==> src/rtl/blob_frame_ctrl.sv <==
// Frame sequencer for the blob labeler: arms, aligns to SOF and forwards one tagged frame with 1-cycle latency.
// The pixel path has no backpressure; the blob count is held on a valid/ready port until it is taken.
module blob_frame_ctrl #(
   parameter int IMG_COL      = 640,
   parameter int IMG_ROW      = 480,
   parameter int COUNT_W      = 8,
   parameter int DONE_TIMEOUT = 65535
) (
   input  logic                       i_clk,
   input  logic                       i_rst,
   input  logic                       i_start,
   input  logic                       i_continuous,
   input  logic                       i_frame_start,
   input  logic                       i_pix_valid,
   input  logic                       i_pix_bin,
   output logic                       o_blob_valid,
   output logic                       o_blob_seq,
   output logic                       o_blob_clr,
   output logic [$clog2(IMG_COL)-1:0] o_col,
   output logic [$clog2(IMG_ROW)-1:0] o_row,
   output logic                       o_frame_last,
   input  logic                       i_blob_done,
   input  logic [COUNT_W-1:0]         i_blob_count,
   output logic                       o_busy,
   output logic                       o_result_valid,
   input  logic                       i_result_ready,
   output logic [COUNT_W-1:0]         o_result_count,
   output logic                       o_err_short,
   output logic                       o_err_timeout
);
   localparam int COL_W = $clog2(IMG_COL);
   localparam int ROW_W = $clog2(IMG_ROW);
   localparam int TO_W  = $clog2(DONE_TIMEOUT + 1);

   localparam logic [COL_W-1:0] COL_LAST = COL_W'(IMG_COL - 1);
   localparam logic [ROW_W-1:0] ROW_LAST = ROW_W'(IMG_ROW - 1);
   localparam logic [TO_W-1:0]  TO_LAST  = TO_W'(DONE_TIMEOUT - 1);
   localparam logic [TO_W-1:0]  TO_MAX   = TO_W'(DONE_TIMEOUT);

   localparam logic [2:0] S_IDLE      = 3'd0;
   localparam logic [2:0] S_WAIT_SOF  = 3'd1;
   localparam logic [2:0] S_STREAM    = 3'd2;
   localparam logic [2:0] S_WAIT_DONE = 3'd3;
   localparam logic [2:0] S_RESULT    = 3'd4;

   logic [2:0]       state;
   logic [COL_W-1:0] col_cnt;
   logic [ROW_W-1:0] row_cnt;
   logic [TO_W-1:0]  to_cnt;

   logic             in_stream;
   logic             in_wait_sof;
   logic             last_pix;
   logic             restart;
   logic             accept;
   logic [COL_W-1:0] pix_col;
   logic [ROW_W-1:0] pix_row;

   // An SOF that arrives with the final pixel closes the frame instead of restarting it.
   always_comb begin
      in_stream   = (state == S_STREAM);
      in_wait_sof = (state == S_WAIT_SOF);
      last_pix    = in_stream & i_pix_valid & (col_cnt == COL_LAST) & (row_cnt == ROW_LAST);
      restart     = i_frame_start & (in_wait_sof | (in_stream & ~last_pix));
      accept      = i_pix_valid & (in_stream | (in_wait_sof & i_frame_start));
      pix_col     = restart ? '0 : col_cnt;
      pix_row     = restart ? '0 : row_cnt;
   end

   assign o_busy = (state != S_IDLE);

   always_ff @(posedge i_clk or posedge i_rst) begin
      if (i_rst) begin
         state          <= S_IDLE;
         col_cnt        <= '0;
         row_cnt        <= '0;
         to_cnt         <= '0;
         o_blob_valid   <= 1'b0;
         o_blob_seq     <= 1'b0;
         o_blob_clr     <= 1'b0;
         o_col          <= '0;
         o_row          <= '0;
         o_frame_last   <= 1'b0;
         o_result_valid <= 1'b0;
         o_result_count <= '0;
         o_err_short    <= 1'b0;
         o_err_timeout  <= 1'b0;
      end else begin
         o_blob_valid <= 1'b0;
         o_frame_last <= 1'b0;
         o_blob_clr   <= restart;

         if (accept) begin
            o_blob_valid <= 1'b1;
            o_blob_seq   <= i_pix_bin;
            o_col        <= pix_col;
            o_row        <= pix_row;
            o_frame_last <= last_pix;
            if (pix_col == COL_LAST) begin
               col_cnt <= '0;
               row_cnt <= (pix_row == ROW_LAST) ? '0 : pix_row + ROW_W'(1);
            end else begin
               col_cnt <= pix_col + COL_W'(1);
               row_cnt <= pix_row;
            end
         end else if (restart) begin
            col_cnt <= '0;
            row_cnt <= '0;
         end

         if (state == S_WAIT_DONE) begin
            if (to_cnt != TO_MAX) to_cnt <= to_cnt + TO_W'(1);
         end else begin
            to_cnt <= '0;
         end

         case (state)
            S_IDLE: begin
               if (i_start) begin
                  state         <= S_WAIT_SOF;
                  o_err_short   <= 1'b0;
                  o_err_timeout <= 1'b0;
               end
            end
            S_WAIT_SOF: begin
               if (i_frame_start) state <= S_STREAM;
            end
            S_STREAM: begin
               if (restart) o_err_short <= 1'b1;
               if (last_pix) state <= S_WAIT_DONE;
            end
            S_WAIT_DONE: begin
               // Completion takes priority over a timeout expiring in the same cycle.
               if (i_blob_done) begin
                  o_result_count <= i_blob_count;
                  o_result_valid <= 1'b1;
                  state          <= S_RESULT;
               end else if (to_cnt == TO_LAST) begin
                  o_result_count <= '0;
                  o_err_timeout  <= 1'b1;
                  o_result_valid <= 1'b1;
                  state          <= S_RESULT;
               end
            end
            S_RESULT: begin
               if (i_result_ready) begin
                  o_result_valid <= 1'b0;
                  state          <= i_continuous ? S_WAIT_SOF : S_IDLE;
               end
            end
            default: state <= S_IDLE;
         endcase
      end
   end
endmodule
==> config.mk <==
export PLATFORM = sky130hd
export DESIGN_NAME = blob_frame_ctrl
export DESIGN_NICKNAME = d
export VERILOG_FILES = /design/src/rtl/blob_frame_ctrl.sv
export SDC_FILE = /design/constraint.sdc
export NUM_CORES = 1
export LEC_CHECK = 0
export CORE_AREA = 2 2 84 86
export DETAILED_ROUTE_END_ITERATION = 8
export DIE_AREA = 0 0 86 88
export GPL_ROUTABILITY_DRIVEN = 0
export PLACE_DENSITY_LB_ADDON = 0.05
export SYNTH_ARGS = -nofsm -noshare
export SYNTH_HDL_FRONTEND = slang
export SYNTH_SLANG_ARGS = --single-unit
==> constraint.sdc <==
create_clock -name i_clk -period 4.08 [get_ports i_clk]
set_input_delay 0.408 -clock i_clk [delete_from_list [all_inputs] [get_ports i_clk]]
set_output_delay 0.408 -clock i_clk [all_outputs]
set_load 0.1 [all_outputs]
==> results.txt, run 1 <==
----------------------------------------------------
[Run status]
  Result of the run ... finished clean

[Global routing]
  Total track usage ... between 20% and 30%
  Vias in the first global route ... about 2700
  Overall overflow remaining after global route ... 0
  Global-route wire length before repair ... 12500 um
  Largest net degree at the start of global routing ... 44
  Initial antenna violation count ... 0

[Worst hold path]
  Cell count of the worst hold path ... 2
  Path class of the lowest-slack min-delay path ... flop to flop

[Synth]
  Number of enable flip-flop cells after synthesis ... 0
  Share of the yosys chip area belonging to registers ... approximately half
  Number of flip-flops and latches in the synthesized netlist ... ~70
  Dominant combinational cell family by area after synthesis ... simple AND/OR/NAND/NOR gates
  Mapped Cells ... ~370
  Fraction of the mapped netlist area in simple logic gates ... a little over a quarter
  Synth Flop Type ... sky130_fd_sc_hd__dfrtp_1
  Proportion of synthesized flip-flops having asynchronous set or reset ... 100.0%
  Post-synth cell types ... 60
  Net count after synthesis ... approximately 390
  Post-Syn Area per Cell ... between 9 and 10 um2
  Fraction of the mapped netlist area in compound gates ... between 10% and 20%
  Share of synthesized area spent on multiplexers ... less than 1%
  Count of synthesis-stage warnings from yosys ... 0
  Arithmetic-cell share of the synthesized area counting full adders, half adders and majority gates ... 1.429%
  Parity-gate share of the synthesized area counting xor and xnor cells ... 4.752%
  Synthesized area ... approximately 3500 um2

[Drt]
  First-iteration detailed-routing DRC count ... between 200 and 300
  Met2 layer wire length in the routed design ... 3479 um
  DRC violation count after routing ... 0
  Met1 Routed Length ... 3308 um
  Final WL ... approximately 7400 um
  First-pass DRT Iterations ... 4
  Antenna violation net count after detailed routing ... 0
  Max layer used ... met4
  Via density per instance ... 5.715
  Average wire per cell in the routed design ... ~15 um
  Vias after detailed routing ... around 2900
  Wire length on met3 ... about 390 um

[Power and ir drop]
  Peak supply drop ... roughly 0.54 mV
  Total power divided by cell area ... about 600 nW/um2
  Leakage power ... between 0.0015 and 0.002 uW

[Clock network]
  CTS Root Buffer Type ... sky130_fd_sc_hd__clkbuf_8
  H-tree depth reported by CTS ... 3
  CTS tree ... yes
  Hold-fix buffers, CTS ... 0
  Post-cts repair resize count ... 0
  Clk sink count ... 72
  Post-CTS Setup Bufs ... 0
  Clk slew on worst S/H paths ... around 0.070 ns
  Worst-skew pair later-pin latency ... between 0.3 and 0.4 ns
  Total CTS buffers ... 9
  Max clock buf depth ... 2

[Job]
  Number of violations of the max-capacitance limit ... 0

[Layout]
  Fraction of final layout cells with drive strength greater than 1 ... approximately 7.4%
  Commonest cells after routing, fill and taps aside ... sky130_fd_sc_hd__dfrtp_1, sky130_fd_sc_hd__nand2_1, sky130_fd_sc_hd__clkdlybuf4s50_1
  Final Core Density ... 64.26%
  Fill cell instance count of the final layout ... roughly 570
  Net count, final ... around 440
  Area overhead of the layout relative to synthesis ... 21.90%
  Commonest non-fill, non-tap cell in the layout ... sky130_fd_sc_hd__dfrtp_1
  Number of antenna repair diodes ... 0

[Floorplanning]
  Placement row count ... 30
  Number of top-level pins ... 52
  Die boundary width ... 86 um
  Die area ... about 7600 um2
  Core Box Area ... about 6600 um2
  Initial Utilization ... roughly 53%
  Die boundary height ... between 80 and 90 um

[Placed design]
  Number of port buffers ... 51
  Half-perimeter wire length after detailed placement ... a little over 5000 um

[STA]
  Final setup violation count ... 0
  Max-slew violations ... 0
  Transition time at the pin with the least slew margin ... 0.9948 ns
  Maximum clock rate ... 0.2969 GHz
  Slew headroom ... around 33%
  Setup total negative slack ... 0 ns
  Final period demand of the worst path ... about 3.4 ns
  Period Utilization, post-route ... 82.54%
  Setup repair after global routing missed its margin ... false
  Clock Skews ... around 0.0084 ns
  Number of hold violations in the final report ... 0

[Setup path]
  CP endpoint kind ... flop
  Worst-path maximum fanout ... 11
  Worst Path Arrival ... roughly 3.6 ns
  Critical path startpoint category ... flop
  Reg2reg path depth ... 11
  Required time worst endpoint ... about 4.4 ns
  Type of the worst setup path ... flop to flop

----------------------------------------------------
## worst paths after layout
path	start	end	slack, ns
min reg2reg	o_row[4]	o_row[4]	0.46
max	col_cnt[7]	row_cnt[8]	0.71
min in group asynchronous	i_rst	o_result_count[1]	0.47
max in group asynchronous	i_rst	col_cnt[1]	2.63
min	o_row[4]	o_row[4]	0.46
max reg2reg	col_cnt[7]	row_cnt[8]	0.71
## critical path, cell delays in order, from the launching register on
cell and delay [ns]:
sky130_fd_sc_hd__dfrtp_1 0.45, sky130_fd_sc_hd__or3b_1 0.46, sky130_fd_sc_hd__nor4_4 0.33, sky130_fd_sc_hd__a31o_2 0.35, sky130_fd_sc_hd__nand2_1 0.13, sky130_fd_sc_hd__inv_1 0.07
sky130_fd_sc_hd__ha_1 0.23, sky130_fd_sc_hd__and4bb_2 0.30, sky130_fd_sc_hd__and2_1 0.17, sky130_fd_sc_hd__nand2_2 0.12, sky130_fd_sc_hd__or4b_1 0.54, sky130_fd_sc_hd__a21oi_1 0.15
## per-layer routing
layer / vias up / track usage (%)
met5: - / 0
met3: 17 / 4.336
met4: 0 / 11.26
met2: 89 / 33.47
li1: 1388 / -
met1: 1358 / 27.36
## cell type report
type,instances,area (um2),area share [%]
inverter,12,45.04,1.055
clock buffer,12,155.1,3.634
sequential,72,1802,42.20
multi-input combinational,265,1562,36.58
timing repair buffer,55,540.5,12.66
clock inverter,3,65.06,1.524
tap,80,100.1,2.345
## per-stage QoR
stage                     setup slack (ns)  total power, uW  hold slack [ns]  area, um2  std cells
final                               0.7123             2639           0.4648       4269        499
after global routing                0.5531             2763           0.4864       4269        499
after CTS                           0.7310             2665           0.4718       4269        499
after detailed placement            0.6575             2032           0.4548       4049        484
after global placement              0.7631             2023           0.4509       4049        484
after floorplan                     0.9579             1801           0.4927       3502        365
## synthesized netlist by cell type, types with 6 or more instances
cell type | n | area [um2]
sky130_fd_sc_hd__a22o_1 | 8 | 70.07
sky130_fd_sc_hd__dfrtp_1 | 72 | 1802
sky130_fd_sc_hd__nor2_1 | 35 | 131.4
sky130_fd_sc_hd__and2_1 | 6 | 37.54
sky130_fd_sc_hd__nand2_1 | 56 | 210.2
sky130_fd_sc_hd__clkbuf_1 | 7 | 26.28
sky130_fd_sc_hd__nor3_1 | 13 | 65.06
sky130_fd_sc_hd__inv_1 | 11 | 41.29
sky130_fd_sc_hd__o21ai_0 | 9 | 45.04
sky130_fd_sc_hd__a21oi_1 | 15 | 75.07
sky130_fd_sc_hd__xnor2_1 | 13 | 113.9
sky130_fd_sc_hd__nand4_1 | 9 | 56.30
sky130_fd_sc_hd__xor2_1 | 6 | 52.55
sky130_fd_sc_hd__nand3_1 | 29 | 145.1
## cell families (layout without fill, tap and decap cells)
logic type,count (synthesis),count (layout)
and+or+nand+nor,183,183
DFF,72,72
AOI/OAI and AO/OA,56,56
buffers and inverters,28,82
xor gates and xnor gates,19,19
adders and majority gates,4,4
muxes,3,3
## power breakdown
group / internal, uW / switching (uW)
clock network: 374 / 252
registers: 809 / 93.5
logic: 269 / 842
## sequential cells by signal, indices dropped and copies added (netlist names)
register and cells:
o_col 10, o_result_valid 1, o_blob_clr 1, o_err_short 1
o_blob_valid 1, o_blob_seq 1, state 3, col_cnt 10
to_cnt 16, o_frame_last 1, o_result_count 8, row_cnt 9
o_row 9, o_err_timeout 1
Note: power is estimated with default switching activity, not from simulation.
==> run 2: changes to the inputs <==
==> constraint.sdc (replaced) <==
create_clock -name i_clk -period 3.35 [get_ports i_clk]
set_input_delay 0.335 -clock i_clk [delete_from_list [all_inputs] [get_ports i_clk]]
set_output_delay 0.335 -clock i_clk [all_outputs]
set_load 0.1 [all_outputs]
==> run 2 against run 1 <==
Against the previous run: sequential share of layout area grew 0.099 points; critical path depth is the same; largest cell class unchanged; via count grew 0.14%; clock power grew 2%; worst setup slack lost 0.49 ns; cell count grew 1.0%; routed wire length grew 0.90%; clock skew shrank 0.0027 ns; combinational power grew 24%; register-to-register slack lost 0.49 ns; utilization shrank 0.15 points; count of clock-buffer cells in the layout is the same.
==> results.txt, run 2 (synthesis gave the netlist of run 1 again) <==
----------------------------------------------------
[Clock network]
  H-tree depth reported by CTS ... 3 (unchanged)
  Max clock buf depth ... 2 (unchanged)
  CTS Root Buffer Type ... sky130_fd_sc_hd__clkbuf_8
  Total CTS buffers ... 9 (unchanged)
  Worst-skew pair later-pin latency ... 0.34 ns (about the same)
  Post-CTS Setup Bufs ... 0 (unchanged)
  Post-cts repair resize count ... 0 (unchanged)
  Hold-fix buffers, CTS ... 0 (unchanged)
  Clk sink count ... 72 (unchanged)
  Clk slew on worst S/H paths ... 0.07 ns (about the same)
  CTS tree ... yes

[Floorplanning]
  Die boundary width ... 86 um (unchanged)
  Number of top-level pins ... 52 (unchanged)
  Core Box Area ... 6644 um2 (unchanged)
  Die area ... 7568 um2 (unchanged)
  Die boundary height ... 88 um (unchanged)
  Placement row count ... 30 (unchanged)
  Initial Utilization ... 52.71% (unchanged)

[Drt]
  First-pass DRT Iterations ... 4 (unchanged)
  Final WL ... 7440 um (+0.90%)
  Antenna violation net count after detailed routing ... 0 (unchanged)
  Average wire per cell in the routed design ... 14.76 um (-0.11%)
  Vias after detailed routing ... 2856 (+0.14%)
  Via density per instance ... 5.667 (-0.85%)
  First-iteration detailed-routing DRC count ... 251 (-0.40%)
  DRC violation count after routing ... 0 (unchanged)

[Setup path]
  Required time worst endpoint ... 3.61 ns (-0.74 ns)
  Critical path startpoint category ... flop
  Type of the worst setup path ... flop to flop
  CP endpoint kind ... flop
  Worst Path Arrival ... 3.39 ns (-0.25 ns)
  Worst-path maximum fanout ... 8 (-3)

[STA]
  Transition time at the pin with the least slew margin ... 0.9819 ns (-0.01288 ns)
  Clock Skews ... 0.005763 ns (-0.002665 ns)
  Period Utilization, post-route ... 93.30% (+11 points)
  Final setup violation count ... 0 (unchanged)
  Setup repair after global routing missed its margin ... false
  Setup total negative slack ... 0 ns (unchanged)
  Maximum clock rate ... 0.3200 GHz (+7.8%)
  Max-slew violations ... 0 (unchanged)
  Final period demand of the worst path ... 3.125 ns (-0.2422 ns)
  Slew headroom ... 34.33% (+0.86 points)
  Number of hold violations in the final report ... 0 (unchanged)
  Fin Hold WS ... 0.3732 ns (-0.09166 ns)

[Global routing]
  Total track usage ... 20.93% (-0.17 points)
  Initial antenna violation count ... 0 (unchanged)
  Overall overflow remaining after global route ... 0 (unchanged)
  Global-route wire length before repair ... 12420 um (-0.60%)
  Largest net degree at the start of global routing ... 27 (-39%)
  Vias in the first global route ... 2653 (-2.0%)

[Power and ir drop]
  Peak supply drop ... 0.6449 mV (+20%)
  Leakage power ... 0.001881 uW (about the same)
  Total power divided by cell area ... 732.3 nW/um2 (+18%)

[Layout]
  Net count, final ... 440 (+0.92%)
  Most flops, register ... to_cnt
  Number of antenna repair diodes ... 0 (unchanged)
  Fill cell instance count of the final layout ... 569 (+0.53%)
  Largest registers in the final layout ... to_cnt x16, col_cnt x10, o_col x10
  Area overhead of the layout relative to synthesis ... 21.61%
  Commonest cells after routing, fill and taps aside ... sky130_fd_sc_hd__dfrtp_1, sky130_fd_sc_hd__nand2_1, sky130_fd_sc_hd__clkdlybuf4s50_1
  Commonest non-fill, non-tap cell in the layout ... sky130_fd_sc_hd__dfrtp_1
  Final cell count without fillers ... 504 (+1.0%)
  Fraction of final layout cells with drive strength greater than 1 ... 8.019% (+0.62 points)
  Largest register FFs ... 16 (unchanged)

[Run status]
  Result of the run ... finished clean

[Placed design]
  Half-perimeter wire length after detailed placement ... 5229 um (+1.9%)
  # placed instances ... 488 (+0.83%)
  Number of port buffers ... 51 (unchanged)

[Job]
  Number of violations of the max-capacitance limit ... 0 (unchanged)

[Worst hold path]
  Path class of the lowest-slack min-delay path ... input pin to async pin

----------------------------------------------------
-- run 2: final timing paths --
path                                  from                end  slack, ns  cells after the start
worst max-delay path            col_cnt[7]         row_cnt[8]       0.22                     11
worst min-delay path                 i_rst  o_result_count[1]       0.37                      2
worst max register to register  col_cnt[7]         row_cnt[8]       0.22                     11
worst min register to register    o_col[4]           o_col[4]       0.46                      2
max in group asynchronous            i_rst         to_cnt[11]       2.24                      3
min in group i_clk                o_col[4]           o_col[4]       0.46                      2
-- run 2: power by group --
| group | leakage [uW] | switching (uW) | total (uW) | internal, uW |
|---|---|---|---|---|
| clock | 0.0000941 | 299 | 640 | 341 |
| sequential | 0.000979 | 117 | 1100 | 986 |
| combinational | 0.000809 | 1030 | 1380 | 345 |
-- run 2: layout make-up --
| class | count | area, um2 | share of cell area (%) |
|---|---|---|---|
| clock inverters | 4 | 45.04 | 1.058 |
| flip-flops and latches | 72 | 1802 | 42.30 |
| inverters | 12 | 45.04 | 1.058 |
| clock buffers | 12 | 135.1 | 3.173 |
| repair buffers | 59 | 570.5 | 13.40 |
| well taps | 80 | 100.1 | 2.350 |
| multi-input cells | 265 | 1562 | 36.66 |
-- run 2: metal layers --
metal  up-vias  track usage [%]  wire [um]
li1       1394                -          -
met1      1372            28.17       3410
met2        78            32.84       3581
met3        12            4.147        309
met4         0            9.812        138
met5         -                0          0
-- run 2: per-stage QoR --
step	power [uW]	setup WS [ns]	util, %	cell area [um2]
floorplan	2194	0.2279	-	3502
global placement	2493	0.3445	61.39	4079
detailed placement	2508	0.2646	61.39	4079
CTS	3152	0.2430	64.11	4259
global route	3282	0.03814	64.11	4259
finish	3119	0.2245	64.11	4259
-- run 2: critical path, cell delays in order (launching register included) --
cell,delay (ns)
sky130_fd_sc_hd__dfrtp_1,0.45
sky130_fd_sc_hd__or3b_1,0.46
sky130_fd_sc_hd__nor4_4,0.34
sky130_fd_sc_hd__a31o_2,0.25
sky130_fd_sc_hd__nand2_1,0.11
sky130_fd_sc_hd__inv_1,0.07
sky130_fd_sc_hd__ha_1,0.15
sky130_fd_sc_hd__and4bb_2,0.28
sky130_fd_sc_hd__and2_1,0.17
sky130_fd_sc_hd__nand2_2,0.11
sky130_fd_sc_hd__or4b_1,0.52
sky130_fd_sc_hd__a21oi_1,0.13
==> run 3: changes to the inputs <==
--- a/config.mk
+++ b/config.mk
@@ -5,9 +5,10 @@
 export SDC_FILE = /design/constraint.sdc
 export NUM_CORES = 1
 export LEC_CHECK = 0
-export CORE_AREA = 2 2 84 86
+export ABC_AREA = 1
+export CORE_AREA = 2 2 86 88
 export DETAILED_ROUTE_END_ITERATION = 8
-export DIE_AREA = 0 0 86 88
+export DIE_AREA = 0 0 88 90
 export GPL_ROUTABILITY_DRIVEN = 0
 export PLACE_DENSITY_LB_ADDON = 0.05
 export SYNTH_ARGS = -nofsm -noshare
==> run 3 against run 2 <==
Against the previous run: count of clock-buffer cells in the layout down 1; cell count up 21%; routed wire length up 11%; design area up 5.6%; sequential power up 4%; die area up 4.7%; power up 26%; via count up 8.1%; sequential cell count unchanged; synthesized area up 3.9%; maximum frequency up 6.3%; critical path depth up 8; highest routed layer unchanged.
==> results.txt, run 3 <==
----------------------------------------------------
[Clock network]
  H-tree depth reported by CTS ... 3 (unchanged)
  Worst-skew pair later-pin latency ... 0.35 ns (about the same)
  Clk slew on worst S/H paths ... 0.07 ns (about the same)
  Hold-fix buffers, CTS ... 0 (unchanged)
  CTS tree ... yes
  Clk sink count ... 72 (unchanged)
  Post-cts repair resize count ... 0 (unchanged)
  CTS Root Buffer Type ... sky130_fd_sc_hd__clkbuf_8
  Post-CTS Setup Bufs ... 0 (unchanged)
  Max clock buf depth ... 2 (unchanged)
  Total CTS buffers ... 9 (unchanged)

[STA]
  Maximum clock rate ... 0.3401 GHz (+6.3%)
  Transition time at the pin with the least slew margin ... 0.9942 ns (+0.01226 ns)
  Final period demand of the worst path ... 2.940 ns (-0.1855 ns)
  Period Utilization, post-route ... 87.76% (-5.5 points)
  Number of hold violations in the final report ... 0 (unchanged)
  Setup repair after global routing missed its margin ... false
  Final setup violation count ... 0 (unchanged)
  Slew headroom ... 33.51% (-0.82 points)
  Clock Skews ... 0.007296 ns (+0.001533 ns)
  Setup total negative slack ... 0 ns (unchanged)
  Max-slew violations ... 0 (unchanged)

[Global routing]
  Vias in the first global route ... 3013 (+14%)
  Total track usage ... 22.47% (+1.5 points)
  Largest net degree at the start of global routing ... 73 (+170%)
  Initial antenna violation count ... 0 (unchanged)
  Overall overflow remaining after global route ... 0 (unchanged)
  Global-route wire length before repair ... 13890 um (+12%)

[Synth]
  Number of flip-flops and latches in the synthesized netlist ... 72 (unchanged)
  Synth Flop Type ... sky130_fd_sc_hd__dfrtp_1
  Most area-consuming cells after synthesis ... sky130_fd_sc_hd__dfrtp_1, sky130_fd_sc_hd__nand2_1, sky130_fd_sc_hd__nor2_1
  Area share of the largest cell type after synthesis ... 49.52% (-1.9 points)
  Count of synthesis-stage warnings from yosys ... 0 (unchanged)
  Synthesized area ... 3638 um2 (+3.9%)
  Mapped Cells ... 450 (+23%)
  Share of the yosys chip area belonging to registers ... 49.52% (-1.9 points)
  Most common cell in the synthesized netlist ... sky130_fd_sc_hd__nand2_1
  Post-synth cell types ... 38 (-37%)
  Proportion of synthesized flip-flops having asynchronous set or reset ... 100.0% (unchanged)
  Post-Syn Area per Cell ... 8.086 um2 (-16%)
  Number of enable flip-flop cells after synthesis ... 0 (unchanged)
  Cell type with the highest aggregate area in the netlist ... sky130_fd_sc_hd__dfrtp_1
  Net count after synthesis ... 471 (+22%)
  Top cell types by occurrence after synthesis ... sky130_fd_sc_hd__nand2_1, sky130_fd_sc_hd__dfrtp_1, sky130_fd_sc_hd__nor2_1, sky130_fd_sc_hd__inv_1, sky130_fd_sc_hd__o21ai_0

[Placed design]
  Number of port buffers ... 51 (unchanged)
  Half-perimeter wire length after detailed placement ... 6060 um (+16%)

[Layout]
  Final Core Density ... 64.07% (about the same)
  Largest registers in the final layout ... to_cnt x16, col_cnt x10, o_col x10
  Largest register FFs ... 16 (unchanged)
  Most flops, register ... to_cnt
  Area overhead of the layout relative to synthesis ... 23.62%
  Number of antenna repair diodes ... 0 (unchanged)
  Commonest cells after routing, fill and taps aside ... sky130_fd_sc_hd__nand2_1, sky130_fd_sc_hd__dfrtp_1, sky130_fd_sc_hd__nor2_1
  Commonest non-fill, non-tap cell in the layout ... sky130_fd_sc_hd__nand2_1
  Net count, final ... 529 (+20%)
  Fraction of final layout cells with drive strength greater than 1 ... 10.72% (+2.7 points)
  Fill cell instance count of the final layout ... 610 (+7.2%)

[Setup path]
  Worst-path maximum fanout ... 9 (+1)
  Origin of the worst setup path ... state[0]
  Worst Path Arrival ... 3.21 ns (-0.18 ns)
  Worst reg2reg path startpoint ... state[0]
  Required time worst endpoint ... 3.62 ns (about the same)
  Worst reg2reg endpoint ... row_cnt[8]
  Critical path startpoint category ... flop
  Reg2reg path depth ... 19 (+8)
  CP endpoint kind ... flop
  Type of the worst setup path ... flop to flop
  Slack of the worst reg-to-reg path ... 0.41 ns (+0.19 ns)

[Floorplanning]
  Placement row count ... 31 (+3.3%)
  Core Box Area ... 7020 um2 (+5.7%)
  Die area ... 7920 um2 (+4.7%)
  Initial Utilization ... 51.83% (-0.89 points)
  Die boundary height ... 90 um (+2.3%)
  Die boundary width ... 88 um (+2.3%)
  Number of top-level pins ... 52 (unchanged)

[Power and ir drop]
  Total power divided by cell area ... 875.8 nW/um2 (+20%)
  Leakage power ... 0.002078 uW (+10%)
  Peak supply drop ... 0.6974 mV (+8.1%)

[Job]
  Number of violations of the max-capacitance limit ... 0 (unchanged)

[Drt]
  Met2 layer wire length in the routed design ... 4203 um (+17%)
  DRC violation count after routing ... 0 (unchanged)
  Met1 Routed Length ... 3651 um (+7.1%)
  Average wire per cell in the routed design ... 13.55 um (-8.2%)
  First-iteration detailed-routing DRC count ... 144 (-43%)
  Final WL ... 8293 um (+11%)
  Wire length on met3 ... 314 um (+1.6%)
  First-pass DRT Iterations ... 4 (unchanged)
  Max layer used ... met4
  Vias after detailed routing ... 3088 (+8.1%)
  Antenna violation net count after detailed routing ... 0 (unchanged)
  Via density per instance ... 5.046 (-11%)

[Worst hold path]
  Path class of the lowest-slack min-delay path ... input pin to async pin

[Run status]
  Result of the run ... finished clean

----------------------------------------------------
-- run 3: cell count changes in the layout (fill, tap and decap cells not counted), sizes merged, moves of 3 or more --
cell | before | now
a22o | 8 | 0
o21ai | 13 | 31
nand4 | 10 | 7
and2 | 6 | 0
nor2b | 3 | 0
nor2 | 35 | 68
nor4b | 3 | 0
nand2 | 57 | 120
or3 | 3 | 0
inv | 12 | 53
nand3 | 29 | 34
xnor2 | 13 | 2
and4 | 4 | 0
nor4 | 3 | 0
-- run 3: how the worst max path moves through the flow --
| stage | end | slack, ns | cells past startpoint |
|---|---|---|---|
| 2_1_floorplan | row_cnt[6] | 0.64 | 18 |
| 3_3_place_gp | row_cnt[8] | 0.29 | 21 |
| 3_5_place_dp | row_cnt[8] | 0.12 | 21 |
| 6_report | row_cnt[8] | 0.41 | 19 |
| 4_1_cts | row_cnt[8] | 0.40 | 19 |
| 5_1_grt | row_cnt[8] | 0.15 | 19 |
-- run 3: critical path, stage by stage (launching register included) --
cell and delay (ns):
sky130_fd_sc_hd__dfrtp_1 0.43, sky130_fd_sc_hd__nor2_2 0.14, sky130_fd_sc_hd__nand2_1 0.11, sky130_fd_sc_hd__nor2_1 0.14, sky130_fd_sc_hd__nand3_2 0.12, sky130_fd_sc_hd__nand2_4 0.10
sky130_fd_sc_hd__nand2_4 0.05, sky130_fd_sc_hd__nand2_4 0.06, sky130_fd_sc_hd__nand2_1 0.08, sky130_fd_sc_hd__inv_1 0.08, sky130_fd_sc_hd__ha_1 0.21, sky130_fd_sc_hd__nand2_1 0.07
sky130_fd_sc_hd__nor3b_1 0.38, sky130_fd_sc_hd__nand4_4 0.19, sky130_fd_sc_hd__nor2_1 0.22, sky130_fd_sc_hd__buf_4 0.20, sky130_fd_sc_hd__nand3_1 0.09, sky130_fd_sc_hd__nand2_1 0.08
sky130_fd_sc_hd__nand2_1 0.05, sky130_fd_sc_hd__nor2_1 0.08
-- run 3: routing by layer --
metal  GRT usage [%]  up-vias
met5               0        -
met4           8.974        0
met3           4.040        9
met2           36.93       65
met1           29.02     1449
li1                -     1565
-- run 3: per-stage QoR --
stage | cells | hold slack, ns | setup WS, ns | instance area [um2] | total power [uW]
after CTS | 612 | 0.3919 | 0.3991 | 4498 | 3975
after global placement | 596 | 0.4528 | 0.2874 | 4268 | 3173
after floorplan | 450 | 0.4197 | 0.6393 | 3638 | 2730
after detailed placement | 596 | 0.4579 | 0.1234 | 4268 | 3187
after global routing | 612 | 0.4258 | 0.1493 | 4498 | 4133
final | 612 | 0.3506 | 0.4101 | 4498 | 3940
-- run 3: power breakdown --
group          switching, uW  internal (uW)  leakage [uW]
registers                101           1040      0.000966
logic                   1560            449      0.000993
clock network            325            459      0.000119
-- run 3: cells by family (layout without fill, tap and decap cells) --
kind of cell / after synthesis / after routing / share of synthesized area, %
xor+xnor: 6 / 6 / 1.444
simple gates: 247 / 247 / 31.43
compound gates: 56 / 56 / 8.597
buf+inv: 64 / 127 / 7.359
mux: 1 / 1 / 0.2751
fa+ha+maj: 4 / 4 / 1.376
flops: 72 / 72 / 49.52
-- run 3: layout make-up --
class	instances	area [um2]	share of cell area [%]
flip-flops and latches	72	1802	40.06
multi-input cells	314	1574	34.99
repair buffers	57	565.5	12.57
inverters	54	202.7	4.506
clock buffers	11	151.4	3.366
well taps	99	123.9	2.754
clock inverters	5	78.83	1.752
